[config.mk]
export PLATFORM = sky130hd
export DESIGN_NAME = dma_ctl_ci
export DESIGN_NICKNAME = d
export VERILOG_FILES = /design/src/rtl/dma_ctl_pkg.sv /design/src/rtl/dma_ctl_regs.sv /design/src/rtl/dma_ctl_ci.sv
export SDC_FILE = /design/constraint.sdc
export NUM_CORES = 1
export LEC_CHECK = 0
export CAP_MARGIN = 10
export CORE_MARGIN = 5
export CORE_UTILIZATION = 50
export DETAILED_ROUTE_END_ITERATION = 8
export GPL_TIMING_DRIVEN = 0
export PLACE_DENSITY = 0.75
export SETUP_SLACK_MARGIN = 0.3
export SLEW_MARGIN = 10
export SYNTH_ARGS = -nofsm -noshare
export SYNTH_HDL_FRONTEND = slang
export SYNTH_SLANG_ARGS = --single-unit
[constraint.sdc]
create_clock -name clock -period 3 [get_ports clock]
set_input_delay 0.3 -clock clock [delete_from_list [all_inputs] [get_ports clock]]
set_output_delay 0.3 -clock clock [all_outputs]
set_load 0.005 [all_outputs]
[src/rtl/dma_ctl_pkg.sv]
// Shared definitions for the CI-programmed DMA transfer controller:
// FSM state encoding, CI register map and operand field positions.
package dma_ctl_pkg;

  typedef enum logic [2:0] {
    ST_IDLE     = 3'd0,
    ST_REQUEST  = 3'd1,
    ST_BEGIN    = 3'd2,
    ST_TRANSFER = 3'd3,
    ST_ERROR    = 3'd4
  } dma_state_e;

  localparam logic [2:0] REG_BUS_ADDR = 3'd0;
  localparam logic [2:0] REG_LOC_ADDR = 3'd1;
  localparam logic [2:0] REG_BLOCK    = 3'd2;
  localparam logic [2:0] REG_BURST    = 3'd3;
  localparam logic [2:0] REG_CTRL     = 3'd4;
  localparam logic [2:0] REG_COUNT    = 3'd5;

  localparam int SEL_MSB = 12;
  localparam int SEL_LSB = 10;
  localparam int WE_BIT  = 9;

  // Beats in the next burst: a full burst, or whatever is left of the block.
  function automatic logic [9:0] min_beats(input logic [9:0] burst_len,
                                           input logic [9:0] remaining);
    return (burst_len < remaining) ? burst_len : remaining;
  endfunction

endpackage

[src/rtl/dma_ctl_regs.sv]
// CI decode and configuration register file of the DMA controller.
// Produces the registered data_valid/result pair and a go strobe that
// is valid in the same cycle as the accepted control-register write.
module dma_ctl_regs
  import dma_ctl_pkg::*;
#(
  parameter logic [7:0] CustomId = 8'd12
) (
  input  logic        clk_i,
  input  logic        rst_ni,
  input  logic        start_i,
  input  logic [7:0]  ci_n_i,
  input  logic [31:0] value_a_i,
  input  logic [31:0] value_b_i,
  input  logic [1:0]  status_i,
  input  logic [31:0] count_i,
  output logic [31:0] result_o,
  output logic        data_valid_o,
  output logic        go_o,
  output logic [9:0]  block_size_o,
  output logic [7:0]  burst_size_o
);

  logic        accept_s;
  logic        we_s;
  logic [2:0]  sel_s;
  logic [31:0] rd_s;
  logic        unused_s;

  logic [31:0] bus_addr_q;
  logic [31:0] loc_addr_q;
  logic [9:0]  block_q;
  logic [7:0]  burst_q;
  logic [31:0] result_q;
  logic        dv_q;

  assign accept_s = start_i && (ci_n_i == CustomId);
  assign sel_s    = value_a_i[SEL_MSB:SEL_LSB];
  assign we_s     = value_a_i[WE_BIT];
  assign go_o     = accept_s && we_s && (sel_s == REG_CTRL) && value_b_i[0];
  assign unused_s = ^{value_a_i[31:13], value_a_i[8:0]};

  // Read multiplexer over pre-edge register contents.
  always_comb begin
    rd_s = 32'd0;
    case (sel_s)
      REG_BUS_ADDR: rd_s = bus_addr_q;
      REG_LOC_ADDR: rd_s = loc_addr_q;
      REG_BLOCK:    rd_s = {22'd0, block_q};
      REG_BURST:    rd_s = {24'd0, burst_q};
      REG_CTRL:     rd_s = {30'd0, status_i};
      REG_COUNT:    rd_s = count_i;
      default:      rd_s = 32'd0;
    endcase
  end

  // Register writes at the accept edge and the one-cycle CI response.
  always_ff @(posedge clk_i or negedge rst_ni) begin
    if (!rst_ni) begin
      bus_addr_q <= 32'd0;
      loc_addr_q <= 32'd0;
      block_q    <= 10'd0;
      burst_q    <= 8'd0;
      result_q   <= 32'd0;
      dv_q       <= 1'b0;
    end else begin
      dv_q     <= accept_s;
      result_q <= accept_s ? rd_s : 32'd0;
      if (accept_s && we_s) begin
        case (sel_s)
          REG_BUS_ADDR: bus_addr_q <= value_b_i;
          REG_LOC_ADDR: loc_addr_q <= value_b_i;
          REG_BLOCK:    block_q    <= value_b_i[9:0];
          REG_BURST:    burst_q    <= value_b_i[7:0];
          default:      ;
        endcase
      end
    end
  end

  assign result_o     = result_q;
  assign data_valid_o = dv_q;
  assign block_size_o = block_q;
  assign burst_size_o = burst_q;

endmodule

[src/rtl/dma_ctl_ci.sv]
// CI-programmed DMA transfer controller: sequences request/grant/begin/
// beat/end for a block moved as a series of bursts.
// Optional build macro DMA_TRANSFER_COUNT_EN adds a readable beat counter
// (register 5); without it register 5 reads zero.
module dma_ctl_ci
  import dma_ctl_pkg::*;
#(
  parameter logic [7:0] customId = 8'd12
) (
  input  logic        clock,
  input  logic        reset,
  input  logic        start,
  input  logic [7:0]  ciN,
  input  logic [31:0] valueA,
  input  logic [31:0] valueB,
  output logic [31:0] result,
  output logic        data_valid,
  output logic        bus_request,
  input  logic        bus_aquire,
  output logic        begin_transaction,
  input  logic        slave_busy,
  input  logic        in_valid,
  input  logic        end_transaction,
  input  logic        bus_error
);

  logic        go_s;
  logic [9:0]  block_s;
  logic [7:0]  burst_s;
  logic [31:0] count_s;

  dma_state_e  state_q, state_d;
  logic        busy_q, busy_d;
  logic        error_q, error_d;
  logic [9:0]  remaining_q, remaining_d;
  logic [9:0]  beats_q, beats_d;
  logic [9:0]  burst_len_q, burst_len_d;
  logic        bus_request_q, bus_request_d;
  logic        begin_q, begin_d;

  dma_ctl_regs #(.CustomId(customId)) u_regs (
    .clk_i        (clock),
    .rst_ni       (reset),
    .start_i      (start),
    .ci_n_i       (ciN),
    .value_a_i    (valueA),
    .value_b_i    (valueB),
    .status_i     ({error_q, busy_q}),
    .count_i      (count_s),
    .result_o     (result),
    .data_valid_o (data_valid),
    .go_o         (go_s),
    .block_size_o (block_s),
    .burst_size_o (burst_s)
  );

  // Next-state, counters and output intent of the bus handshake FSM.
  always_comb begin
    state_d     = state_q;
    busy_d      = busy_q;
    error_d     = error_q;
    remaining_d = remaining_q;
    beats_d     = beats_q;
    burst_len_d = burst_len_q;
    begin_d     = 1'b0;
    case (state_q)
      ST_IDLE: begin
        if (go_s) begin
          error_d = 1'b0;
          if (block_s != 10'd0) begin
            busy_d      = 1'b1;
            remaining_d = block_s;
            burst_len_d = {2'b00, burst_s} + 10'd1;
            state_d     = ST_REQUEST;
          end else begin
            busy_d = 1'b0;
          end
        end else begin
          state_d = ST_IDLE;
        end
      end
      ST_REQUEST: begin
        if (bus_error) begin
          state_d = ST_ERROR;
          error_d = 1'b1;
        end else if (bus_aquire && bus_request_q) begin
          state_d = ST_BEGIN;
        end else begin
          state_d = ST_REQUEST;
        end
      end
      ST_BEGIN: begin
        if (bus_error) begin
          state_d = ST_ERROR;
          error_d = 1'b1;
        end else if (!slave_busy) begin
          begin_d = 1'b1;
          beats_d = min_beats(burst_len_q, remaining_q);
          state_d = ST_TRANSFER;
        end else begin
          state_d = ST_BEGIN;
        end
      end
      ST_TRANSFER: begin
        if (bus_error) begin
          state_d = ST_ERROR;
          error_d = 1'b1;
        end else begin
          if (in_valid) begin
            beats_d     = beats_q - 10'd1;
            remaining_d = remaining_q - 10'd1;
          end else begin
            beats_d     = beats_q;
          end
          if ((beats_d == 10'd0) || end_transaction) begin
            if (remaining_d == 10'd0) begin
              state_d = ST_IDLE;
              busy_d  = 1'b0;
            end else begin
              state_d = ST_REQUEST;
            end
          end else begin
            state_d = ST_TRANSFER;
          end
        end
      end
      ST_ERROR: begin
        state_d = ST_IDLE;
        busy_d  = 1'b0;
      end
      default: begin
        state_d = ST_IDLE;
        busy_d  = 1'b0;
      end
    endcase
    // Re-entering REQUEST straight from a burst holds the request low for
    // one cycle so the arbiter sees a release between bursts.
    bus_request_d = (state_d == ST_BEGIN) || (state_d == ST_TRANSFER) ||
                    ((state_d == ST_REQUEST) && (state_q != ST_TRANSFER));
  end

  // FSM state, transfer bookkeeping and registered bus outputs.
  always_ff @(posedge clock or negedge reset) begin
    if (!reset) begin
      state_q       <= ST_IDLE;
      busy_q        <= 1'b0;
      error_q       <= 1'b0;
      remaining_q   <= 10'd0;
      beats_q       <= 10'd0;
      burst_len_q   <= 10'd0;
      bus_request_q <= 1'b0;
      begin_q       <= 1'b0;
    end else begin
      state_q       <= state_d;
      busy_q        <= busy_d;
      error_q       <= error_d;
      remaining_q   <= remaining_d;
      beats_q       <= beats_d;
      burst_len_q   <= burst_len_d;
      bus_request_q <= bus_request_d;
      begin_q       <= begin_d;
    end
  end

`ifdef DMA_TRANSFER_COUNT_EN
  logic [31:0] count_q, count_d;

  // Beats completed since the last accepted go; holds after completion.
  always_comb begin
    count_d = count_q;
    if ((state_q == ST_IDLE) && go_s) begin
      count_d = 32'd0;
    end else if ((state_q == ST_TRANSFER) && in_valid && !bus_error) begin
      count_d = count_q + 32'd1;
    end else begin
      count_d = count_q;
    end
  end

  // Beat counter register.
  always_ff @(posedge clock or negedge reset) begin
    if (!reset) begin
      count_q <= 32'd0;
    end else begin
      count_q <= count_d;
    end
  end

  assign count_s = count_q;
`else
  assign count_s = 32'd0;
`endif

  assign bus_request       = bus_request_q;
  assign begin_transaction = begin_q;

endmodule

==> impl_results.md, run 1 <==
* Yosys top cell by area: dfrtp_1
* R2R Path Start: remaining_q[0]
* Synthesized area per cell at 11.59 µm²
* Slowest stage delay, CP at 0.36 ns
* Crit-path slowest cell: dfrtp_1
* Switch Pwr at 1.018 mW
* Flop pwr share at 44.1%
* Critical Path Source Type: flop
* Initial Util at 51.30%
* R2R cell count at 10
* PwrDens at 529.1 nW/µm²
* Seq/Total Area, Yosys at 52.66%
* Reg2reg setup slack at 0.54 ns
* Max Cap Violations at 0
* H-tree levels at 4
* CP Cell Sequence: clkbuf_2 -> inv_1 -> ha_1 -> and3b_1 -> clkbuf_1 -> nand3_1 -> a211oi_1 -> a31oi_1 -> nor4b_4 -> a21oi_2
* Worst flop-to-flop path endpoint: state_q[0]
* CP endpoint kind: flop
* Synth top area cells: dfrtp_1 (53%), mux2_2 (13%), o21ai_0 (2.9%)
* Via count at 5298
* Placed inst area at 8264 µm²
* Largest net degree at the start of global routing at 80
* Maximum root-to-sink buffer count at 2
* Ports at 115
* Final worst path period share at 82.16%
* First-pass GRT wire length at 27990 µm
* Arr. time, crit path at 2.76 ns
* Gpl congestion at 0.8648
* Logic pwr share at 6.3%
* Vias in the first global route at 5462
* Peak supply drop at 400.0 µV
* CTS tree: done
* Largest fanout on the critical path at 8
* Synth cell types at 67
* Top_reg_cell synth: dfrtp_1
* Post-synthesis cell area at 7176 µm²
* Drt via density at 5.790
* Clk network pwr share at 49.6%
* Diodes inserted at 0
* Aggregate global routing overflow at 0
* Maximum clock rate at 405.7 MHz
* Number of warnings issued by yosys at 0
* Area grow syn2layout at 24.41%
* Final Max Tran Viols at 0
* Async SR Flop Fraction at 100.0%
* Die width at 129.8 µm
* Switching part of the total at 21.54%
* DP HPWL at 12220 µm
* Die Area at 16850 µm²
* Post-CTS Setup Inserts at 0
* Layout cell share with drive strength beyond 1 at 20.41%
* Post-route DRC violation count at 0
* Initial DRC Count at 409
* Unrepaired setup endpoints after global routing: false
* Worst-Margin Slew at 0.7211 ns
* Pint at 3.706 mW
* Worst-Skew Late Latency at 0.42 ns
* HP Class: primary input to asynchronous set/reset pin
* Post-synth EDFFs at 0
* Worst-path clk slew at 0.06 ns
* Post-DRT Antenna Nets at 0
* Crit Path Class: flop to flop
* Fin crit period at 2.465 ns
* Syn_nets at 710
* Leakage at 3.962 nW
* Site Rows at 43
* Max Clock Skew at 0.006536 ns
* Top-area cell type share of the netlist area at 52.66%
* CTS root buf: clkbuf_16
* Max-slew headroom at 51.56%
* Core area at 13990 µm²
* Cells after Synth at 619
* Wire per inst at 18.61 µm
* Clock sink total at 151
* Number of port buffers at 83
* Final number of setup-violating endpoints at 0
* Fin area at 8927 µm²
* Status: finished, final reports clean
* Wirelength, routed at 17030 µm
* Gr usage total at 21.27%
* Flops & latches, synth at 151
* TritonCTS Buffers at 17
* DIE HEIGHT at 129.8 µm
* Nets@finish at 814
* Final hold slack at 0.4209 ns
* Final Hold Fails at 0
* Initial antenna violation count at 0
* DRT Pass-1 Iters at 5
* Critical path required time at 3.30 ns
flip-flops by register name (all words and copies together), names as in the netlist:
register             flops
beats_q                 10
begin_transaction        1
burst_len_q              9
bus_request              1
busy_q                   1
error_q                  1
remaining_q             10
state_q                  3
u_regs.block_size_o     10
u_regs.burst_size_o      8
u_regs.bus_addr_q       32
u_regs.data_valid_o      1
u_regs.loc_addr_q       32
u_regs.result_o         32
cell families after synthesis:
group,synth area share [%]
simple gates,12.85
flops,52.66
compound gates,12.38
mux,15.76
buf+inv,2.842
xor+xnor,1.587
fa+ha+maj,1.918
metal layers:
metal | wire [µm] | vias to the layer above | GRT usage (%) | part of all wire [%]
met2 | 8454 | 162 | 34.67 | 50
met1 | 7267 | 2637 | 27.82 | 43
met3 | 1029 | 27 | 6.386 | 6.0
met5 | 0 | - | 0 | 0
li1 | - | 2472 | - | -
met4 | 274 | 0 | 6.051 | 1.6
power groups by stage:
stage | Sequential (mW) | Combinational (mW) | Clock (mW)
4_1_cts | 2.08 | 0.298 | 2.37
3_3_place_gp | 2.12 | 0.279 | 0
6_report | 2.08 | 0.296 | 2.34
5_1_grt | 2.09 | 0.327 | 2.46
2_1_floorplan | 2.11 | 0.139 | 0
3_5_place_dp | 2.12 | 0.295 | 0
worst max-delay path, delay by kind of cell, from the launching register on:
family / cells / cell delay, ns
buffers and inverters: 3 / 0.54
AND/OR/NAND/NOR: 3 / 0.63
adder cells (fa/ha/maj): 1 / 0.23
flip-flops: 1 / 0.36
AO/OA/AOI/OAI: 3 / 0.59
Yosys cell counts, drive strengths merged (6+ instances only):
cell type  instances
a21oi             23
nor4               7
ha                11
nand2b             7
o21ai             42
clkbuf            21
nor2              52
dfrtp            151
nand2             28
mux2              86
nand3             22
buf               13
mux4               6
a31oi              8
nor2b             15
xnor2              8
inv               12
a22oi             28
layout make-up:
cell class	count	area, µm²
Buffer	34	156.4
Clock buffer	19	452.9
Clock inverter	12	198.9
Fill cell	1070	5061
Inverter	13	48.80
Multi-Input combinational cell	421	3193
Sequential cell	151	3779
Tap cell	180	225.2
Timing Repair Buffer	85	873.3
repair_timing:
| item | 4_1_cts | 5_1_grt |
|---|---|---|
| hold buffers | 1 | 0 |
| gates resized for setup | 0 | 2 |
| hold endpoints to repair | 72 | 0 |
| setup endpoints to repair | 0 | 1 |
stage by stage:
step	setup WS (ns)	power (mW)	utilization (%)	TNS, ns	std cells
after floorplan	0.8071	2.252	-	0	619
after global placement	-4.150	2.400	58.85	-625.40	882
after detailed placement	0.3222	2.414	59.08	0	883
after CTS	0.4926	4.753	63.81	0	915
after global routing	0.3715	4.876	63.82	0	915
final	0.5352	4.724	63.82	0	915
placed cells by master (no fill, tap or decap), drive strengths merged, types with 11 or more instances in the layout:
| master | count |
|---|---|
| dfrtp | 151 |
| mux2 | 86 |
| clkdlybuf4s50 | 82 |
| nor2 | 52 |
| o21ai | 42 |
| clkbuf | 40 |
| nand2 | 28 |
| a22oi | 28 |
| a21oi | 23 |
| nand3 | 22 |
| nor2b | 15 |
| buf | 15 |
| inv | 13 |
| ha | 11 |
worst max-delay path by stage:
stage	slack (ns)	depth (start not counted)	endpoint	startpoint
3_5_place_dp	0.32	7	burst_len_q[5]	ciN[2]
6_report	0.54	10	state_q[0]	remaining_q[0]
3_3_place_gp	-4.15	1	u_regs.bus_addr_q[27]	reset
4_1_cts	0.49	10	state_q[0]	remaining_q[0]
5_1_grt	0.37	10	state_q[0]	remaining_q[0]
2_1_floorplan	0.81	10	state_q[0]	remaining_q[0]
No activity file was read; power rests on OpenSTA's default activity.
==> run 2: changes to the inputs <==
clock period = 2.46 ns   (was 3 ns; I/O delays follow)
==> impl_results.md, run 2 (same netlist as run 1, synthesis figures left out) <==
* Wirelength, routed at 18270 µm (+7.3%)
* Worst-path clk slew at 0.06 ns (about the same)
* Worst-Skew Late Latency at 0.43 ns (about the same)
* Largest fanout on the critical path at 8 (unchanged)
* Register area at 3784 µm² (+0.13%)
* Post-Place Cells at 883 (unchanged)
* Final Hold Fails at 0 (unchanged)
* Number of port buffers at 83 (unchanged)
* Initial antenna violation count at 0 (unchanged)
* Largest net degree at the start of global routing at 87 (+8.8%)
* Commonest non-fill, non-tap cell in the layout: dfrtp_1
* Clock sink total at 151 (unchanged)
* Vias in the first global route at 5736 (+5.0%)
* TritonCTS Buffers at 17 (unchanged)
* Aggregate global routing overflow at 0 (unchanged)
* Site Rows at 43 (unchanged)
* Fin crit period at 2.201 ns (-0.2642 ns)
* Final hold slack at 0.3393 ns (-0.08163 ns)
* Die Area at 16850 µm² (unchanged)
* Initial DRC Count at 445 (+8.8%)
* Worst setup margin at 0.2594 ns (-0.2758 ns)
* CTS tree: done
* Initial Util at 51.30% (unchanged)
* Post-route DRC violation count at 0 (unchanged)
* CP endpoint kind: flop
* Wire per inst at 19.54 µm (+5.0%)
* Layout cell share with drive strength beyond 1 at 26.09% (+5.7 points)
* PwrDens at 630.0 nW/µm² (+19%)
* Worst-Margin Slew at 0.5808 ns (-0.1402 ns)
* DIE HEIGHT at 129.8 µm (unchanged)
* Gpl congestion at 0.8904 (+3.0%)
* Status: finished, final reports clean
* Max-slew headroom at 61.28% (+9.7 points)
* Final Max Tran Viols at 0 (unchanged)
* Area grow syn2layout at 29.61%
* H-tree levels at 4 (unchanged)
* CTS root buf: clkbuf_16
* Final cell count without fillers at 935 (+2.2%)
* Multi-input gate area at 3374 µm² (+5.7%)
* Max Cap Violations at 0 (unchanged)
* Peak supply drop at 613.5 µV (+53%)
* Arr. time, crit path at 2.51 ns (-0.25 ns)
* Ports at 115 (unchanged)
* Drt via density at 5.943 (+2.6%)
* Crit Path Class: flop to flop
* Unrepaired setup endpoints after global routing: true
* Critical Path Source Type: flop
* DP HPWL at 12270 µm (+0.41%)
* Max Clock Skew at 0.008080 ns (+0.001544 ns)
* First-pass GRT wire length at 29080 µm (+3.9%)
* Core area at 13990 µm² (unchanged)
* DRT Pass-1 Iters at 5 (unchanged)
* Post-DRT Antenna Nets at 0 (unchanged)
* Most frequent cells in the layout: dfrtp_1 (147), mux2_2 (83), clkdlybuf4s50_1 (82)
* Place WS at -0.1693 ns (-0.4915 ns)
* Filler cells at 1044 (-2.4%)
* Gr usage total at 22.16% (+0.89 points)
* Leakage at 4.097 nW (+3.4%)
* Final worst path period share at 89.46% (+7.3 points)
* Diodes inserted at 0 (unchanged)
* Maximum clock rate at 454.4 MHz (+12%)
* Via count at 5557 (+4.9%)
* Nets@finish at 833 (+2.3%)
* R2R cell count at 7 (-3)
* Final number of setup-violating endpoints at 0 (unchanged)
* HP Class: primary input to asynchronous set/reset pin
* Die width at 129.8 µm (unchanged)
* Critical path required time at 2.77 ns (-0.53 ns)
* Maximum root-to-sink buffer count at 2 (unchanged)
## run 2: cell count changes in the layout (fill, tap and decap cells not counted), sizes merged
cell / delta
buf: +19
clkinv: -3
clkbuf: +2
clkinvlp: +2
## run 2: worst max-delay path, cell delays in order (launching register included)
cell	delay (ns)
dfrtp_2	0.47
inv_1	0.14
ha_1	0.34
a211o_1	0.28
a31oi_2	0.23
o21a_4	0.20
nor4_1	0.06
a311o_1	0.34
## run 2: metal layers
metal	part of all wire, %	wire [µm]	up-vias	track usage, %
li1	-	-	2501	-
met1	41	7468	2814	27.48
met2	50	9191	197	37.03
met3	6.3	1159	45	6.836
met4	2.5	452	0	7.579
met5	0	0	-	0
## run 2: area by class of cell
type                       count  share of cell area (%)
buffer                        34                   1.951
clock buffer                  21                   4.951
clock inverter                11                   2.099
inverter                      13                  0.5516
multi-input combinational    421                   36.28
sequential                   151                   40.68
tap                          180                   2.422
timing repair buffer         104                   11.06
## run 2: power by group
part	total [mW]	switching, mW	internal, mW
Sequential	2.55	0.0374	2.51
Combinational	0.434	0.228	0.205
Clock	2.88	1.02	1.86
## run 2: metrics by stage
stage	utilization [%]	cell area, µm²	TNS (ns)	power [mW]
2_1_floorplan	-	7177	0	2.747
3_3_place_gp	58.86	8233	-690.13	2.927
3_5_place_dp	59.09	8265	-5.961	2.945
4_1_cts	64.74	9056	0	5.833
5_1_grt	66.48	9300	0	6.046
6_report	66.48	9300	0	5.859
## run 2: final timing paths
kind	start	slack [ns]	end
worst max-delay path	remaining_q[3]	0.26	beats_q[2]
worst min-delay path	reset	0.34	beats_q[5]
worst max register to register	remaining_q[3]	0.26	beats_q[2]
worst min register to register	u_regs.bus_addr_q[1]	0.49	u_regs.bus_addr_q[1]
max in group asynchronous	reset	1.33	u_regs.bus_addr_q[10]
min in group clock	valueA[12]	0.36	u_regs.result_o[1]
## run 2: timing repair
item,CTS,global route
hold buffers,1,0
hold endpoints to repair,65,0
setup endpoints to repair,17,35
pin swaps,6,10
buffers inserted,5,14
resized for setup,21,33
